==> config.mk <==
export PLATFORM = sky130hd
export DESIGN_NAME = mux_n_to_one_seq
export DESIGN_NICKNAME = d
export VERILOG_FILES = /design/src/rtl/mux_n_to_one_seq.sv
export SDC_FILE = /design/constraint.sdc
export NUM_CORES = 1
export LEC_CHECK = 0
export BUFFER_PORTS_ARGS = -buffer_cell sky130_fd_sc_hd__buf_4
export CAP_MARGIN = 10
export CORE_MARGIN = 5
export CORE_UTILIZATION = 60
export DETAILED_ROUTE_END_ITERATION = 7
export PLACE_DENSITY = 0.89
export SLEW_MARGIN = 20
export SYNTH_ARGS = -nofsm -noshare
export SYNTH_HDL_FRONTEND = slang
export SYNTH_SLANG_ARGS = --single-unit
==> constraint.sdc <==
create_clock -name CLK -period 5.2 [get_ports CLK]
set_input_delay 0.26 -clock CLK [delete_from_list [all_inputs] [get_ports CLK]]
set_output_delay 0.26 -clock CLK [all_outputs]
set_load 0.01 [all_outputs]
==> src/rtl/mux_n_to_one_seq.sv <==
// Registered N-channel mux with manual select and round-robin auto-scan.
// Output is a valid/ready stage tagged with the source channel index.
`timescale 1ns/1ps
module mux_n_to_one_seq #(
  parameter int NUM_CH  = 4,
  parameter int DATA_W  = 1,
  parameter int SEL_W   = $clog2(NUM_CH),
  parameter int DWELL_W = 8
) (
  input  logic                     CLK,
  input  logic                     RST_N,
  input  logic [NUM_CH*DATA_W-1:0] DIN,
  input  logic [NUM_CH-1:0]        EN_MASK,
  input  logic                     MODE,
  input  logic [SEL_W-1:0]         SEL,
  input  logic [DWELL_W-1:0]       DWELL,
  output logic [DATA_W-1:0]        DOUT,
  output logic [SEL_W-1:0]         DOUT_CH,
  output logic                     DOUT_VALID,
  input  logic                     DOUT_READY,
  output logic                     SEL_ERR
);

  localparam int MW = 1 << SEL_W;

  typedef enum logic [1:0] {
    MANUAL,
    SCAN,
    NOCH
  } state_e;

  state_e               state_q, state_d;
  logic [SEL_W-1:0]     ptr_q, ptr_d;
  logic [DWELL_W-1:0]   cnt_q, cnt_d;
  logic [DATA_W-1:0]    dout_q, dout_d;
  logic [SEL_W-1:0]     ch_q, ch_d;
  logic                 vld_q, vld_d;
  logic                 err_q, err_d;

  logic                 load;
  logic                 any_en;
  logic                 sel_ok;
  logic [MW-1:0]        mask_ext;
  logic [DWELL_W-1:0]   dlast;

  // First enabled channel starting at from (incl) or just above it,
  // wrapping at NUM_CH; returns from when nothing qualifies.
  function automatic logic [SEL_W-1:0] find_en(
    input logic [SEL_W-1:0]  from,
    input logic [NUM_CH-1:0] m,
    input logic              incl
  );
    logic [SEL_W-1:0] r;
    logic             hit;
    int               idx;
    r   = from;
    hit = 1'b0;
    for (int i = 0; i <= NUM_CH; i++) begin
      idx = int'(from) + i;
      if (idx >= NUM_CH) idx = idx - NUM_CH;
      if (!hit && m[idx] && (incl ? (i < NUM_CH) : (i > 0))) begin
        r   = SEL_W'(idx);
        hit = 1'b1;
      end
    end
    return r;
  endfunction

  function automatic logic [DATA_W-1:0] pick(
    input logic [NUM_CH*DATA_W-1:0] d,
    input logic [SEL_W-1:0]         ch
  );
    logic [DATA_W-1:0] r;
    r = '0;
    for (int k = 0; k < NUM_CH; k++) begin
      if (SEL_W'(k) == ch) r = d[k*DATA_W +: DATA_W];
    end
    return r;
  endfunction

  // Padding bits are zero, so an out-of-range SEL reads as disabled.
  assign mask_ext = MW'(EN_MASK);
  assign sel_ok   = mask_ext[SEL];
  assign any_en   = |EN_MASK;
  assign load     = !vld_q || DOUT_READY;
  assign dlast    = (DWELL == '0) ? '0 : DWELL - DWELL_W'(1);

  always_comb begin
    state_d = state_q;
    ptr_d   = ptr_q;
    cnt_d   = cnt_q;
    dout_d  = dout_q;
    ch_d    = ch_q;
    vld_d   = vld_q;
    err_d   = 1'b0;
    if (load) begin
      vld_d = 1'b0;
      unique case (state_q)
        MANUAL: begin
          if (MODE) begin
            cnt_d   = '0;
            state_d = any_en ? SCAN : NOCH;
            if (any_en) begin
              ptr_d = sel_ok ? SEL : find_en('0, EN_MASK, 1'b1);
            end
          end else if (sel_ok) begin
            dout_d = pick(DIN, SEL);
            ch_d   = SEL;
            vld_d  = 1'b1;
          end else begin
            err_d = 1'b1;
          end
        end
        SCAN: begin
          if (!MODE) begin
            state_d = MANUAL;
            cnt_d   = '0;
          end else if (!any_en) begin
            state_d = NOCH;
          end else if (mask_ext[ptr_q]) begin
            dout_d = pick(DIN, ptr_q);
            ch_d   = ptr_q;
            vld_d  = 1'b1;
            // >= so a DWELL shrunk mid-dwell still ends the current stay
            if (cnt_q >= dlast) begin
              cnt_d = '0;
              ptr_d = find_en(ptr_q, EN_MASK, 1'b0);
            end else begin
              cnt_d = cnt_q + DWELL_W'(1);
            end
          end else begin
            ptr_d = find_en(ptr_q, EN_MASK, 1'b0);
            cnt_d = '0;
          end
        end
        NOCH: begin
          if (!MODE) begin
            state_d = MANUAL;
            cnt_d   = '0;
          end else if (any_en) begin
            state_d = SCAN;
            ptr_d   = find_en(ptr_q, EN_MASK, 1'b1);
            cnt_d   = '0;
          end
        end
        default: begin
          state_d = MANUAL;
        end
      endcase
    end
  end

  always_ff @(posedge CLK or negedge RST_N) begin
    if (!RST_N) begin
      state_q <= MANUAL;
      ptr_q   <= '0;
      cnt_q   <= '0;
      dout_q  <= '0;
      ch_q    <= '0;
      vld_q   <= 1'b0;
      err_q   <= 1'b0;
    end else begin
      state_q <= state_d;
      ptr_q   <= ptr_d;
      cnt_q   <= cnt_d;
      dout_q  <= dout_d;
      ch_q    <= ch_d;
      vld_q   <= vld_d;
      err_q   <= err_d;
    end
  end

  assign DOUT       = dout_q;
  assign DOUT_CH    = ch_q;
  assign DOUT_VALID = vld_q;
  assign SEL_ERR    = err_q;

endmodule

==> out/summary.txt, run 1 <==
Total via count in the routed design: 1748
Hold_buf cts: 1
DP Worst Slack: 1.89 ns
CP Capture Type: flip-flop
Starting Density: 60.7%
Hold crit path type: in -> reg
Latest clock arrival within the worst-skew pair: 0.29 ns
Post-Synth XOR/XNOR Area: 1.32%
Min Hold Slack: 0.331 ns
Global-route wire length before repair: 7.45 mm
Maximum VDD drop: 0.250 mV
CTS max path bufs: 2
CP required: 5.38 ns
Synth async-reset ratio: 100%
Reg-to-reg startpoint: ptr_q[0]
Vias in the first global route: 1640
GP Congestion: 0.844
Area grow syn2layout: 10.5%
Min Tclk post-route: 3.10 ns
Initial antenna violation count: 0
Largest family of logic cells by synthesized area: compound AO/OA/AOI/OAI gates
EDFF count, synth: 0
Fmax: 323 MHz
Crit-path max FO: 16
Filler Cell Count: 268
Power Density: 415 nW/um2
H-tree depth: 1
Worst rel slew slack: 58.4%
Initial DRT Pass Iterations: 4
Worst setup path category: reg -> reg
Pwr Total: 0.915 mW
Fin crit share: 59.6%
CTS resizes: 0
Row count: 21
Die area: 4570 um2
#FFs+latches synth: 17
Post-synthesis adder-cell area fraction: 11.3%
Worst EP arrival: 3.28 ns
DRT antenna net count: 0
Setup Buffers After CTS: 0
Final core occ: 67.1%
Min-delay src: MODE
Status: complete, no violations
RSZ-0062 raised after global routing: no
Vias per cell: 6.20
Main flop type after synthesis: dfrtp_1
Synth warnings: 0
Detailed Place HPWL: 3.26 mm
Post-Synth Simple-Gate Area: 21.5%
Final setup fails: 0
Syn Nets: 256
Iter 0 DRT Violations: 187
Pins Over Slew Limit: 0
Largest net degree at the start of global routing: 18
IO Count: 27
Sum of negative setup slack: 0 ns
Worst-Margin Slew: 0.623 ns
Worst-path clk slew: 0.11 ns
CTS tree: built
# port buffers: 26
Grt ovf: 0
Critical Path Source: ptr_q[0]
Avg WL per Cell: 15.2 um
Mapped Area: 1990 um2
Synth Instances: 216
Layout cells sized above 1: 23.7%
Most frequent cells in the layout: buf_4, ha_1, dfrtp_1
Max-cap viol count: 0
Seq/Total Area, Yosys: 21.3%
Final hold vios: 0
Horiz. Die Dim: 67.6 um
Final wirelength: 4.28 mm
Nets: 277
Post-synthesis mux area share: 15.1%
Core area: 3280 um2
Final worst setup slack: 2.10 ns
Gr usage total: 20.6%
Clk_skew: 0.00882 ns
Complex-gate fraction of the synthesized area: 22.8%
P_leak: 1.01 nW
Crit start category: flip-flop
Die H: 67.6 um
Root buffer cell: clkbuf_4
Average size of a mapped cell: 9.23 um2
Drt drc: 0
Sink Count: 17
CTS buffer count: 3
Commonest non-fill, non-tap cell in the layout: buf_4
Sequential Area: 425 um2
# diodes: 0
Area of the multi-input gates: 1440 um2
Netlist cell types: 61
## cell families (layout without fill, tap and decap cells)
kind of cell	Yosys count	after routing
and+or+nand+nor	72	72
AOI/OAI and AO/OA	59	59
buffers and inverters	25	45
muxes	22	22
adders and majority gates	18	18
DFF	17	17
xor gates and xnor gates	3	3
## critical path, stage by stage (launching register included)
cell       delay (ns)
dfrtp_1          0.72
inv_1            0.29
ha_1             0.51
mux4_2           0.56
or3b_1           0.39
a2bb2oi_1        0.17
o21ai_0          0.09
mux2_2           0.27
## metal layers
metal / share of wire [%] / global-route usage, % / wire (um) / up-vias
li1: - / - / - / 873
met1: 49 / 29.0 / 2120 / 846
met2: 48 / 34.0 / 2070 / 25
met3: 1.8 / 2.33 / 75 / 4
met4: 0.49 / 3.54 / 21 / 0
met5: 0 / 0 / 0 / -
## cells in the mapped netlist, types with 2 or more instances
library cell / count / area share, %
clkbuf_1: 2 / 0.38
o21a_1: 2 / 0.75
a2111o_1: 3 / 1.7
nand2b_1: 4 / 1.3
nor2b_1: 14 / 4.4
nand2_1: 12 / 2.3
a21oi_1: 8 / 2.0
mux2_2: 12 / 6.8
xor2_1: 2 / 0.88
mux4_2: 4 / 4.5
buf_4: 4 / 1.5
a22oi_1: 3 / 1.1
buf_6: 3 / 1.7
mux2i_1: 5 / 2.5
nand3_1: 3 / 0.75
nand4_1: 3 / 0.94
nor2_1: 11 / 2.1
nor3b_1: 2 / 0.75
a2111oi_2: 2 / 1.5
dfrtp_1: 17 / 21
inv_1: 14 / 2.6
nor3_1: 5 / 1.3
and3_1: 5 / 1.6
a31oi_1: 5 / 1.6
a22o_1: 6 / 2.6
ha_1: 18 / 11
nor4_2: 2 / 1.3
o21ai_0: 12 / 3.0
## registers in the layout, indices dropped and copies added (netlist names)
name,flops
cnt_q,8
DOUT_CH,2
ptr_q,2
SEL_ERR,1
DOUT_VALID,1
DOUT,1
state_q,2
## final timing paths
kind,to,slack [ns],depth (start not counted)
worst min-delay path,DOUT_VALID,0.33,3
worst max-delay path,ptr_q[0],2.10,7
worst max register to register,ptr_q[0],2.10,7
max in group asynchronous,state_q[1],4.65,2
worst min register to register,DOUT,0.52,1
min in group asynchronous,cnt_q[1],0.36,2
## where the power goes
part | switching, mW | internal [mW]
registers | 0.0553 | 0.170
logic | 0.323 | 0.297
clock network | 0.0418 | 0.0285
## area by class of cell
type | count | share of cell area (%)
repair buffers | 27 | 9.31
well taps | 46 | 2.61
multi-input cells | 174 | 65.1
flip-flops and latches | 17 | 19.3
clock inverters | 1 | 0.227
inverters | 14 | 2.39
clock buffers | 3 | 1.02
## through the flow
stage                     instances  area, um2
after global routing            282       2200
after detailed placement        277       2170
after CTS                       282       2200
after global placement          277       2170
final                           282       2200
after floorplan                 216       1990
No activity file was read; power rests on OpenSTA's default activity.
==> run 2, diff against run 1 <==
- CORE_UTILIZATION: 60 -> 53
- PLACE_DENSITY: 0.89 -> 0.83
- clock period: 5.2 -> 2.65 ns (I/O delays scaled with it)
==> out/summary.txt, run 2 (same netlist as run 1, synthesis figures left out) <==
Final wirelength: 4.42 mm
P_leak: 1.08 nW
Hold Path End: DOUT_VALID
Nets: 289
Pins Over Slew Limit: 0
Detailed Place HPWL: 3.44 mm
CP required: 2.85 ns
Final setup fails: 0
Min-delay src: MODE
Post-route cell area: 2350 um2
Drt drc: 0
# diodes: 0
Avg WL per Cell: 14.9 um
Worst setup path category: in -> reg
Area grow syn2layout: 18.1%
Crit start category: input port
Commonest non-fill, non-tap cell in the layout: buf_4
CP Capture Type: flip-flop
Maximum VDD drop: 0.504 mV
Flop2flop setup slack: 0.25 ns
Clk_skew: 0.00375 ns
CTS buffer count: 3
# port buffers: 26
Sum of negative setup slack: 0 ns
Slowest-stage cell, CP: a2111o_1
RSZ-0062 raised after global routing: yes
IO Count: 27
Fin crit share: 96.4%
Most frequent cells in the layout: buf_4, dfrtp_1, ha_1
Total via count in the routed design: 1757
Initial DRT Pass Iterations: 4
Hold crit path type: in -> reg
Post-DP Area: 2280 um2
Worst EP arrival: 2.75 ns
Die area: 5090 um2
CTS max path bufs: 2
DRT antenna net count: 0
Die H: 71.3 um
Worst Hold Depth: 3
Worst-Margin Slew: 0.656 ns
Status: complete, no violations
Crit-path max FO: 8
Filler Cell Count: 303
Final hold vios: 0
Largest net degree at the start of global routing: 18
Power Density: 835 nW/um2
Row count: 22
H-tree depth: 1
Worst R2R End: ptr_q[0]
Fmax: 392 MHz
Iter 0 DRT Violations: 117
Min Tclk post-route: 2.55 ns
Root buffer cell: clkbuf_8
Grt ovf: 0
Layout cells sized above 1: 30.2%
GP Congestion: 0.804
Starting Density: 54.4%
Worst rel slew slack: 56.2%
Vias per cell: 5.94
Horiz. Die Dim: 71.3 um
Min Hold Slack: 0.264 ns
R2R cell count: 8
Sink Count: 17
Setup Buffers After CTS: 0
Max stage delay on crit path: 0.43 ns
Initial antenna violation count: 0
Largest Register: cnt_q
Worst-path clk slew: 0.07 ns
WP buf/inv: 2
CTS tree: built
Core area: 3660 um2
Latest clock arrival within the worst-skew pair: 0.25 ns
Max reg flops: 8
Final core occ: 64.3%
Vias in the first global route: 1674
Top delay family on crit path: simple AND/OR/NAND/NOR gates
Max-cap viol count: 0
CP Cell Sequence: buf_4 > inv_2 > ha_2 > nor2b_4 > nand3b_1 > or3_4 > and2_4 > ha_1 > nand2b_4 > a2111o_1 > a211o_4 > nor2_4 > mux2_2
Global-route wire length before repair: 7.48 mm
Gr usage total: 17.4%
Reg-to-reg startpoint: ptr_q[1]
==> run 2: changes by cell type in the layout (fill, tap and decap cells not counted), moves of 2 or more <==
cell and delta:
buf_4 +12, o21ai_1 +2, clkbuf_8 +3, clkbuf_4 -3, o21ai_0 -2
==> run 2: worst max path at each step <==
stage	startpoint	slack, ns	cells past startpoint	end
floorplan	DWELL[1]	-0.003	12	cnt_q[0]
CTS	DWELL[1]	0.03	13	cnt_q[0]
finish	DWELL[0]	0.1	13	cnt_q[0]
global placement	DWELL[1]	-0.17	13	cnt_q[0]
detailed placement	DWELL[1]	-0.24	13	cnt_q[0]
global route	DWELL[0]	-0.005	13	cnt_q[0]
==> run 2: through the flow <==
step / std cells / power [mW] / setup slack, ns
after floorplan: 216 / 1.42 / -0.00261
after global placement: 291 / 1.71 / -0.170
after detailed placement: 291 / 1.74 / -0.238
after CTS: 296 / 1.94 / 0.0277
after global routing: 296 / 2.13 / -0.00479
final: 296 / 1.96 / 0.0961
==> run 2: where the power goes <==
part | switching, mW | internal (mW) | leakage, nW
clock | 0.0964 | 0.104 | 0.0255
combinational | 0.724 | 0.663 | 0.836
sequential | 0.0422 | 0.334 | 0.223
total | 0.863 | 1.10 | 1.08
==> run 2: area by class of cell <==
cell class                      count  area [um2]  area share [%]
Multi-Input combinational cell    174        1470            62.6
Sequential cell                    17         425            18.1
Timing Repair Buffer               39         295            12.5
Tap cell                           48        60.1            2.55
Inverter                           14        52.6            2.23
Clock buffer                        3        41.3            1.75
Clock inverter                      1        5.00           0.213
==> run 2: what timing repair did <==
item,4_1_cts,5_1_grt
gates resized for setup,0,4
endpoints found under the hold margin,17,0
hold buffers,1,0
setup endpoints to repair,0,8
==> run 2: worst register-to-register path, delay by kind of cell, from the launching register on <==
| kind | cells | cell delay [ns] |
|---|---|---|
| compound gates | 2 | 0.72 |
| mux | 2 | 0.50 |
| flops | 1 | 0.38 |
| buf+inv | 2 | 0.30 |
| fa+ha+maj | 1 | 0.28 |
| simple gates | 1 | 0.12 |
==> run 2: layer usage <==
metal	share of wire (%)	GRT usage [%]	up-vias
met5	0	0	-
met4	0.79	3.34	0
met3	4.3	2.66	6
met2	48	27.9	36
met1	47	25.0	823
li1	-	-	892
==> run 3, diff against run 2 <==
- RECOVER_POWER: not set -> 25
==> out/summary.txt, run 3 (same netlist as run 1, synthesis figures left out) <==
Status: complete, no violations
# diodes: 0
Most frequent cells in the layout: buf_4, dfrtp_1, ha_1
Crit-path max FO: 8
Worst-Margin Slew: 0.932 ns
Global-route wire length before repair: 7.48 mm
GP Congestion: 0.804
Pins Over Slew Limit: 0
Final setup fails: 0
CTS buffer count: 3
Initial antenna violation count: 0
Setup Buffers After CTS: 0
Starting Density: 54.4%
Sink Count: 17
Placed cell count: 291
Post-route cell area: 2350 um2
Maximum VDD drop: 0.504 mV
CP Cell Sequence: buf_4 > inv_2 > ha_2 > nor2b_4 > nand3b_1 > or3_4 > and2_4 > ha_1 > nand2b_4 > a2111o_1 > a211o_4 > nor2_4 > mux2_2
Die area: 5090 um2
Final wirelength: 4.39 mm
Net Sw Power: 0.863 mW
Min Tclk post-route: 2.55 ns
Final core occ: 64.2%
Final non-filler cell total: 296
Post-DP Area: 2280 um2
Max reg flops: 8
CP Capture Type: flip-flop
Initial DRT Pass Iterations: 4
Clk_skew: 0.00375 ns
Latest clock arrival within the worst-skew pair: 0.25 ns
Top delay family on crit path: simple AND/OR/NAND/NOR gates
Power Density: 836 nW/um2
# port buffers: 26
Filler Cell Count: 303
Area of the multi-input gates: 1470 um2
Avg WL per Cell: 14.8 um
Iter 0 DRT Violations: 118
Final hold vios: 0
Total via count in the routed design: 1752
Grt ovf: 0
Max stage delay on crit path: 0.43 ns
P_leak: 1.08 nW
Hold crit path type: in -> reg
RSZ-0062 raised after global routing: yes
Sequential Area: 425 um2
Largest Register: cnt_q
Nets: 289
Max-cap viol count: 0
DRT antenna net count: 0
Drt drc: 0
Worst EP arrival: 2.75 ns
Layout cells sized above 1: 29.8%
Worst rel slew slack: 37.9%
Horiz. Die Dim: 71.3 um
Worst-path clk slew: 0.07 ns
Slowest-stage cell, CP: a2111o_1
Gr usage total: 17.4%
Sw Share: 43.9%
Commonest non-fill, non-tap cell in the layout: buf_4
Seq pwr share: 19.2%
Vias per cell: 5.92
Detailed Place HPWL: 3.44 mm
Die H: 71.3 um
Fmax: 392 MHz
Pwr Total: 1.96 mW
Power share of the combinational group: 70.6%
CP required: 2.85 ns
Area grow syn2layout: 17.9%
CTS max path bufs: 2
Vias in the first global route: 1674
Worst setup path category: in -> reg
CTS tree: built
Row count: 22
Crit start category: input port
IO Count: 27
Root buffer cell: clkbuf_8
Clk network pwr share: 10.2%
WP buf/inv: 2
H-tree depth: 1
Largest net degree at the start of global routing: 18
Int Pwr: 1.10 mW
Fin crit share: 96.4%
Core area: 3660 um2
run 3: power by group through the flow:
stage | registers [mW] | clock network [mW] | logic, mW
2_1_floorplan | 0.413 | 0 | 1.00
3_3_place_gp | 0.380 | 0 | 1.33
3_5_place_dp | 0.382 | 0 | 1.36
4_1_cts | 0.377 | 0.205 | 1.36
5_1_grt | 0.389 | 0.214 | 1.53
6_report | 0.376 | 0.201 | 1.39
run 3: through the flow:
stage                     setup TNS (ns)  hold slack (ns)  worst slack (ns)
final                                  0            0.264            0.0961
after detailed placement           -1.77           0.0110            -0.238
after global routing            -0.00538            0.271          -0.00479
after floorplan                 -0.00261           -0.163          -0.00261
after CTS                              0            0.263            0.0277
after global placement             -1.15          0.00846            -0.170
run 3: worst min-delay path: stages:
cell and delay [ns]:
buf_4 0.14, nand4_1 0.13, nand2_1 0.07
run 3: layout make-up:
class | instances | area share (%)
multi-input combinational | 174 | 62.7
sequential | 17 | 18.1
timing repair buffer | 39 | 12.4
tap | 48 | 2.56
inverter | 14 | 2.24
clock buffer | 3 | 1.76
clock inverter | 1 | 0.213
run 3: worst paths after layout:
check | start | endpoint | slack [ns] | depth (start not counted)
max | DWELL[0] | cnt_q[0] | 0.1 | 13
min | MODE | DOUT_VALID | 0.26 | 3
max reg2reg | ptr_q[1] | ptr_q[0] | 0.24 | 8
min reg2reg | DOUT_CH[1] | DOUT_CH[1] | 0.51 | 1
max in group asynchronous | RST_N | ptr_q[1] | 1.54 | 2
min in group asynchronous | RST_N | state_q[1] | 0.54 | 2
run 3: metal layers:
metal	vias to the layer above	share of wire (%)	wire [um]	track usage, %
met5	-	0	0	0
met4	0	0.80	35	3.34
met3	6	3.7	163	2.66
met2	33	47	2080	27.9
met1	820	48	2110	25.0
li1	893	-	-	-
run 3: what timing repair did:
item                                    4_1_cts  5_1_grt
gates resized for setup                       0        4
endpoints found under the setup margin        0        8
hold buffers                                  1        0
hold endpoints to repair                     17        0
